$ cat src/rtl/piso_frame_serializer_pkg.sv
// Shared definitions for the parallel-in/serial-out frame serializer:
// FSM state encoding and a counter-width helper.
package piso_frame_serializer_pkg;

   localparam logic [1:0] ST_IDLE  = 2'd0;
   localparam logic [1:0] ST_SHIFT = 2'd1;
   localparam logic [1:0] ST_GAP   = 2'd2;

   // Counter width for n distinct values, never narrower than one bit.
   function automatic int cnt_width(input int n);
      if (n < 2) begin
         return 1;
      end else begin
         return $clog2(n);
      end
   endfunction

endpackage

$ cat src/rtl/piso_shift_reg.sv
// Loadable shift register with a serial tap; zeros are shifted in so the tap
// naturally falls to 0 once a full word has been shifted out.
module piso_shift_reg
   import piso_frame_serializer_pkg::*;
#(
   parameter int WIDTH     = 8,
   parameter bit MSB_FIRST = 1'b1
) (
   input  logic             clk,
   input  logic             rst,
   input  logic             load,
   input  logic             shift,
   input  logic [WIDTH-1:0] din,
   output logic             tap
);

   logic [WIDTH-1:0] sr_r;

   // Load has priority so a back-to-back reload wins over the final shift.
   always_ff @(posedge clk or negedge rst) begin
      if (!rst) begin
         sr_r <= {WIDTH{1'b0}};
      end else if (load) begin
         sr_r <= din;
      end else if (shift) begin
         if (MSB_FIRST) begin
            sr_r <= {sr_r[WIDTH-2:0], 1'b0};
         end else begin
            sr_r <= {1'b0, sr_r[WIDTH-1:1]};
         end
      end else begin
         sr_r <= sr_r;
      end
   end

   assign tap = MSB_FIRST ? sr_r[WIDTH-1] : sr_r[0];

endmodule

$ cat src/rtl/piso_frame_serializer.sv
// Frame serializer: accepts a word on a valid/ready handshake and emits it one
// bit per clock with bit-valid and end-of-frame strobes, plus an optional idle gap.
module piso_frame_serializer
   import piso_frame_serializer_pkg::*;
#(
   parameter int WIDTH      = 8,
   parameter bit MSB_FIRST  = 1'b1,
   parameter int GAP_CYCLES = 0
) (
   input  logic             clk,
   input  logic             rst,
   input  logic [WIDTH-1:0] din,
   input  logic             din_valid,
   output logic             din_ready,
   output logic             d_out,
   output logic             d_out_valid,
   output logic             frame_done,
   output logic             busy
);

   localparam int              BW         = cnt_width(WIDTH);
   localparam logic [BW-1:0]   LAST_IDX   = BW'(WIDTH - 1);
   localparam logic [BW-1:0]   PENULT_IDX = BW'(WIDTH - 2);
   localparam logic [BW-1:0]   BIT_ONE    = BW'(1);
   localparam bit              NO_GAP     = (GAP_CYCLES == 0);

   logic [1:0]    state_r;
   logic [1:0]    next_state_s;
   logic [BW-1:0] bit_cnt_r;
   logic          rdy_en_r;
   logic          valid_r;
   logic          done_r;
   logic          accept_s;
   logic          last_bit_s;
   logic          shift_s;
   logic          gap_last_s;

   assign shift_s    = (state_r == ST_SHIFT);
   assign last_bit_s = shift_s && (bit_cnt_r == LAST_IDX);
   assign din_ready  = rdy_en_r & ((state_r == ST_IDLE) | (last_bit_s & NO_GAP));
   assign accept_s   = din_valid & din_ready;

   // Next-state selection for the IDLE/SHIFT/GAP sequencer.
   always_comb begin
      next_state_s = state_r;
      case (state_r)
         ST_IDLE: begin
            if (accept_s) next_state_s = ST_SHIFT;
            else          next_state_s = ST_IDLE;
         end
         ST_SHIFT: begin
            if (!last_bit_s)  next_state_s = ST_SHIFT;
            else if (!NO_GAP) next_state_s = ST_GAP;
            else if (accept_s) next_state_s = ST_SHIFT;
            else              next_state_s = ST_IDLE;
         end
         ST_GAP: begin
            if (gap_last_s) next_state_s = ST_IDLE;
            else            next_state_s = ST_GAP;
         end
         default: next_state_s = ST_IDLE;
      endcase
   end

   // State, bit position and output strobes; rdy_en holds ready low for one cycle after reset.
   always_ff @(posedge clk or negedge rst) begin
      if (!rst) begin
         state_r   <= ST_IDLE;
         bit_cnt_r <= {BW{1'b0}};
         rdy_en_r  <= 1'b0;
         valid_r   <= 1'b0;
         done_r    <= 1'b0;
      end else begin
         state_r  <= next_state_s;
         rdy_en_r <= 1'b1;
         if (accept_s) begin
            bit_cnt_r <= {BW{1'b0}};
         end else if (shift_s && !last_bit_s) begin
            bit_cnt_r <= bit_cnt_r + BIT_ONE;
         end else begin
            bit_cnt_r <= {BW{1'b0}};
         end
         valid_r <= (next_state_s == ST_SHIFT);
         done_r  <= shift_s && (bit_cnt_r == PENULT_IDX);
      end
   end

   generate
      if (GAP_CYCLES > 0) begin : g_gap
         localparam int            GW       = cnt_width(GAP_CYCLES + 1);
         localparam logic [GW-1:0] GAP_LAST = GW'(GAP_CYCLES - 1);
         localparam logic [GW-1:0] GAP_ONE  = GW'(1);
         logic [GW-1:0] gap_cnt_r;

         // Idle-gap cycle counter, parked at zero outside GAP.
         always_ff @(posedge clk or negedge rst) begin
            if (!rst) begin
               gap_cnt_r <= {GW{1'b0}};
            end else if ((state_r == ST_GAP) && (gap_cnt_r != GAP_LAST)) begin
               gap_cnt_r <= gap_cnt_r + GAP_ONE;
            end else begin
               gap_cnt_r <= {GW{1'b0}};
            end
         end

         assign gap_last_s = (state_r == ST_GAP) && (gap_cnt_r == GAP_LAST);
      end else begin : g_no_gap
         assign gap_last_s = 1'b1;
      end
   endgenerate

   piso_shift_reg #(
      .WIDTH     (WIDTH),
      .MSB_FIRST (MSB_FIRST)
   ) u_shift_reg (
      .clk   (clk),
      .rst   (rst),
      .load  (accept_s),
      .shift (shift_s),
      .din   (din),
      .tap   (d_out)
   );

   assign d_out_valid = valid_r;
   assign frame_done  = done_r;
   assign busy        = (state_r != ST_IDLE);

endmodule

$ cat config.mk
export PLATFORM = sky130hd
export DESIGN_NAME = piso_frame_serializer
export DESIGN_NICKNAME = d
export VERILOG_FILES = /design/src/rtl/piso_frame_serializer_pkg.sv /design/src/rtl/piso_shift_reg.sv /design/src/rtl/piso_frame_serializer.sv
export SDC_FILE = /design/constraint.sdc
export NUM_CORES = 1
export LEC_CHECK = 0
export ABC_CLOCK_PERIOD_IN_PS = 1700
export CORE_MARGIN = 10
export CORE_UTILIZATION = 45
export DETAILED_ROUTE_END_ITERATION = 8
export GPL_ROUTABILITY_DRIVEN = 0
export PLACE_DENSITY_LB_ADDON = 0.08
export SYNTH_ARGS = -nofsm -noshare
export SYNTH_HDL_FRONTEND = slang
export SYNTH_HIERARCHICAL = 1
export SYNTH_SLANG_ARGS = --single-unit
export TNS_END_PERCENT = 30
$ cat constraint.sdc
create_clock -name clk -period 1.7 [get_ports clk]
set_input_delay 0.17 -clock clk [delete_from_list [all_inputs] [get_ports clk]]
set_output_delay 0.17 -clock clk [all_outputs]
set_load 0.005 [all_outputs]
== After elaboration in Yosys (flattened, before gate mapping) ==
Cells that the tools add are included.

* Bitwise logic cells: 3
* Mux-type cells: 7
* Add/sub/neg operators: 1
* Reduce and logical (&&, ||, !) cells: 7
* Equality and inequality tests: 4

{| class="wikitable"
|+ Operator list
! kind !! count
|-
| $mux 8 || 2
|-
| $eq 3x3->1 const B || 2
|-
| $mux 3 || 2
|-
| $eq 2x1->1 const B || 2
|-
| $reduce_bool 2->1 || 2
|-
| $add 3x1->3 const B || 1
|-
| $logic_and 1x1->1 || 3
|-
| $and 1x1->1 || 2
|-
| $logic_not 2->1 || 1
|-
| $mux 1 || 2
|-
| $pmux 1 s2 || 1
|-
| $logic_not 1->1 || 1
|-
| $or 1x1->1 || 1
|}

* Output and inout bits: 5
* Word-level logic and storage cells: 28
* Register bits: 16
* Input port bits: 11

== Logic depth before layout (Yosys ltp) ==
* Word-level depth: 9
* Mapped depth: 7

== Cells and area by module ==
The synthesis kept the hierarchy.

{| class="wikitable"
|+ Modules (own cells, without submodules)
! module !! times used !! area an instance (µm²) !! cells an instance
|-
| piso_shift_reg || 1 || 369.1 || 34
|-
| piso_frame_serializer || 1 || 269.0 || 22
|}

== Worst setup path after synthesis ==
Ideal clock, no wire load.

* Kind: register to register
* From: reg bit_cnt_r[0]
* To: reg u_shift_reg.sr_r[0]
* Buffers on the path: 1
* Cell stages (with the launch flop): 8
* Slack: 0.320 ns
* Arrival: 1.253 ns
* Required time: 1.573 ns
* Library setup time: 0.127 ns
* Clock period less this slack: 1.380 ns
* Cells stage by stage: dfrtp_1 -> ha_1 -> ha_1 -> nand2b_4 -> nor2b_4 -> buf_6 -> nand2_1 -> o21ai_0

* Longest elaborated chain between the ends: 6

{| class="wikitable"
|+ Ends and longest elaborated chain
! element !! RTL line !! source
|-
| start: declaration || piso_frame_serializer.sv:29 || <nowiki>logic [BW-1:0] bit_cnt_r;</nowiki>
|-
| start signal: assignment || piso_frame_serializer.sv:69 || <nowiki>bit_cnt_r <= {BW{1'b0}};</nowiki>
|-
| start signal: assignment || piso_frame_serializer.sv:77 || <nowiki>bit_cnt_r <= {BW{1'b0}};</nowiki>
|-
| start signal: assignment || piso_frame_serializer.sv:79 || <nowiki>bit_cnt_r <= bit_cnt_r + BIT_ONE;</nowiki>
|-
| $eq 3x3->1 (*) || piso_frame_serializer.sv:39 || <nowiki>assign last_bit_s = shift_s && (bit_cnt_r == LAST_IDX);</nowiki>
|-
| $logic_and 1x1->1 (*) || piso_frame_serializer.sv:39 ||
|-
| $or 1x1->1 (*) || piso_frame_serializer.sv:40 || <nowiki>assign din_ready = rdy_en_r & ((state_r == ST_IDLE) | (last_bit_s & NO_GAP));</nowiki>
|-
| $and 1x1->1 (*) || piso_frame_serializer.sv:40 ||
|-
| $and 1x1->1 (*) || piso_frame_serializer.sv:41 || <nowiki>assign accept_s = din_valid & din_ready;</nowiki>
|-
| net accept_s || piso_frame_serializer.sv:33 || <nowiki>logic accept_s;</nowiki>
|-
| $mux 8 / $reduce_bool 2->1 (equally long branches) || n/a ||
|-
| end signal: assignment || piso_shift_reg.sv:22 || <nowiki>sr_r <= {WIDTH{1'b0}};</nowiki>
|-
| end signal: assignment || piso_shift_reg.sv:24 || <nowiki>sr_r <= din;</nowiki>
|-
| end signal: assignment || piso_shift_reg.sv:27 || <nowiki>sr_r <= {sr_r[WIDTH-2:0], 1'b0};</nowiki>
|-
| end: declaration || piso_shift_reg.sv:17 || <nowiki>logic [WIDTH-1:0] sr_r;</nowiki>
|}

The timed path passes the listed nets; every way through them passes the cells marked *.
A chain may end at the register's enable or synchronous reset.

== Worst setup path in the final report ==
* From: reg bit_cnt_r[0]
* To: out din_ready

* Longest elaborated chain between the ends: 4

{| class="wikitable"
|+ Ends and longest elaborated chain
! element !! RTL line !! source
|-
| $eq 3x3->1 || piso_frame_serializer.sv:39 ||
|-
| $logic_and 1x1->1 || piso_frame_serializer.sv:39 ||
|-
| $or 1x1->1 || piso_frame_serializer.sv:40 ||
|-
| $and 1x1->1 || piso_frame_serializer.sv:40 ||
|-
| end: declaration || piso_frame_serializer.sv:14 || <nowiki>output logic din_ready,</nowiki>
|}

No other way between the ends.

==> out/results.ini <==
[drt]
first_pass_iters = 5
wirelength_mm = 1.108
first_iter_violations = 4
wire_per_inst_um = 12.18
drc = 0
ant_nets = 0
via_per_inst = 4.758
routed-via-count = 433

[die]
die_area_mm2 = 0.003324
coreArea_mm2 = 0.001318
die_y_um = 57.66
io_pins = 16
initial_utilization_pct = 48.43
num_rows = 13
dieWidth_um = 57.66

[global_routing]
grt-ovfl-total = 0
grt_antenna_before_repair = 0
grt_usage_pct = 6.526
grt_first_pass_wirelength_mm = 1.773
grt_pass1_vias = 436
grt_max_degree = 17

[clock_network]
cts_tree = yes
h-tree-depth = 1
insertion_delay_ns = 0.28
cts_buffers = 3
cts_sinks = 14
root_buffer = clkbuf_4
clk_pin_slew_ns = 0.09
ctsHoldBuffers = 0
clock_path_buffers = 2

[timing]
final-hold-violation-count = 0
clock_skew_ns = 0.001303
maxSlewViolCount = 0
setup-violations-final = 0
hold_ws_ns = 0.2659
finalSetupTns_ns = 0
worst_slew_pin_slew_ns = 0.6037
rsz0062_at_grt = false
layout_min_cycle_time_ns = 1.581
period_share_pct = 93.01
slew_headroom_pct = 59.63
fmax_mhz = 632.4

[setup_path]
critPathRequiredTime_ns = 1.53
cp.arrival_ns = 1.41
cp_cell_sequence = ha_2 -> ha_1 -> nand2b_4 -> and2_4 -> clkbuf_2
crit_type = reg -> out
cp.depth = 5
critPathTopFamily = flip-flops
end_kind = output port
path_buf_inv = 1
critPathMaxStageDelay_ns = 0.40
r2r_cells = 7
start_kind = register
crit_slowest_cell = dfrtp_1
path_max_fanout = 2

[power_and_ir_drop]
seqPwrFrac_pct = 41.0
p_sw_share_pct = 30.85
peakVddDrop_v = 0.0009528
internal-power_mw = 0.9057
total_power_mw = 1.310
cellPowerDensity_mw_per_mm2 = 1558
pwr-share-clk_pct = 18.3
leakage_nw = 0.4256
power.switching_mw = 0.4041
pwr-share-comb_pct = 40.7

[logic_synthesis]
ys_ff_latch = 14
syn-num-nets = 70
synth.area.mux_share_pct = 10.98
avgSynthCellArea_um2 = 11.39
yosys_warnings = 6
synth_adder_area_share_pct = 5.882
netlist_top_cells_area = dfrtp_1 (55%), mux2i_1 (11%), ha_1 (5.9%)
synth_xor_area_share_pct = 0
syn_area_um2 = 638.1
synth_common_cells = dfrtp_1 (14), nand2_1 (10), mux2i_1 (7), o21ai_1 (7)
postSynth.asyncResetShare_pct = 100.0
synth_ff_type = dfrtp_1
yosysMostFrequentCell = dfrtp_1
synth_top_family_by_area = simple AND/OR/NAND/NOR gates
ys_seq_area_share_pct = 54.90
synth_simple_gate_area_share_pct = 15.49
syn_inst = 56
synth_top_cell_by_area = dfrtp_1
synth.top_cell.area_share_pct = 54.90
synth_edf_count = 0
post_synth_num_cell_types = 16
synth_compound_area_share_pct = 6.275

[hold_path]
min_path_type = in -> async

[status]
outcome = finished, final reports clean

[placement]
io_buffers = 15
dpl.hpwl_um = 843.3
dp.cells = 85

[layout]
n_fill_cell = 108
nets = 91
num_antenna_cells = 0
syn2layout_area_growth_pct = 31.76
layout-drive-gt1-share_pct = 18.42
stdcell_count = 91

[run]
drv_cap = 0

## metrics by stage
stage          cell area, µm²  setup WS (ns)  util [%]
6_report                840.8         0.1188     63.82
5_1_grt                 840.8        0.03267     63.82
3_3_place_gp            792.0        0.07002     60.11
4_1_cts                 838.3        0.01577     63.63
3_5_place_dp            792.0        0.04218     60.11
2_1_floorplan           638.1         0.3203         -
## state kept, by name (all words and copies together), names as in the netlist
name and count:
rdy_en_r 1, d_out_valid 1, u_shift_reg/sr_r 8, frame_done 1, bit_cnt_r 3
## cells by family (layout without fill, tap and decap cells)
family / after synthesis / in the layout
other: 1 / 1
DFF: 14 / 14
adders and majority gates: 3 / 3
and+or+nand+nor: 18 / 18
AOI/OAI and AO/OA: 8 / 8
muxes: 7 / 7
buffers and inverters: 5 / 25
## power by group through the flow
stage          clock network, mW  registers [mW]  logic [mW]
2_1_floorplan                  0           0.534       0.339
3_3_place_gp                   0           0.541       0.504
3_5_place_dp                   0           0.546       0.514
4_1_cts                    0.241           0.539       0.527
5_1_grt                    0.250           0.560       0.593
6_report                   0.240           0.537       0.533
## layout make-up
class / count / area (µm²) / area share [%]
flip-flops and latches: 14 / 350.3 / 41.67
multi-input cells: 37 / 252.7 / 30.06
clock buffers: 4 / 36.28 / 4.315
well taps: 15 / 18.77 / 2.232
repair buffers: 19 / 175.2 / 20.83
inverters: 2 / 7.507 / 0.8929
## timing repair
item | 4_1_cts | 5_1_grt
setup buffers | 1 | 1
resized for setup | 3 | 1
endpoints found under the setup margin | 1 | 1
## placed cells by master (no fill, tap or decap)
cell type,Yosys,final
conb_1,1,1
ha_2,0,1
nor2_1,3,3
dfrtp_1,14,14
buf_4,1,4
nor2b_4,1,1
and2_4,1,1
clkbuf_4,0,3
inv_1,2,2
clkbuf_2,0,1
nand2b_4,1,1
and3_2,1,1
clkbuf_8,0,1
mux2i_1,7,7
o21ai_0,1,1
clkdlybuf4s50_1,0,14
o21ai_1,7,7
nand2_1,10,10
nand2b_1,1,1
ha_1,3,2
## worst paths after layout
kind                                                      start                              end  slack, ns
worst max-delay path                     bit_cnt_r[0]$_DFF_PN0_                        din_ready       0.12
worst min register to register  u_shift_reg/sr_r[5]$_DFFE_PN0P_  u_shift_reg/sr_r[5]$_DFFE_PN0P_       0.55
max in group asynchronous                                   rst           bit_cnt_r[1]$_DFF_PN0_       1.04
worst min-delay path                                        rst  u_shift_reg/sr_r[6]$_DFFE_PN0P_       0.27
worst max register to register           bit_cnt_r[0]$_DFF_PN0_  u_shift_reg/sr_r[0]$_DFFE_PN0P_       0.12
min in group clk                                         din[3]  u_shift_reg/sr_r[3]$_DFFE_PN0P_       0.43
## worst register-to-register path, delay by kind of cell (launching register included)
family          cells  cell delay, ns
compound gates      1            0.07
buf+inv             1            0.13
fa+ha+maj           2            0.30
flops               1            0.37
simple gates        3            0.60
## routing by layer
metal	track usage (%)	up-vias	wire length [µm]
li1	-	220	-
met1	7.286	195	505
met2	10.58	18	520
met3	2.614	0	82
met4	3.020	0	0
met5	0	-	0
Note: power is estimated with default switching activity, not from simulation.
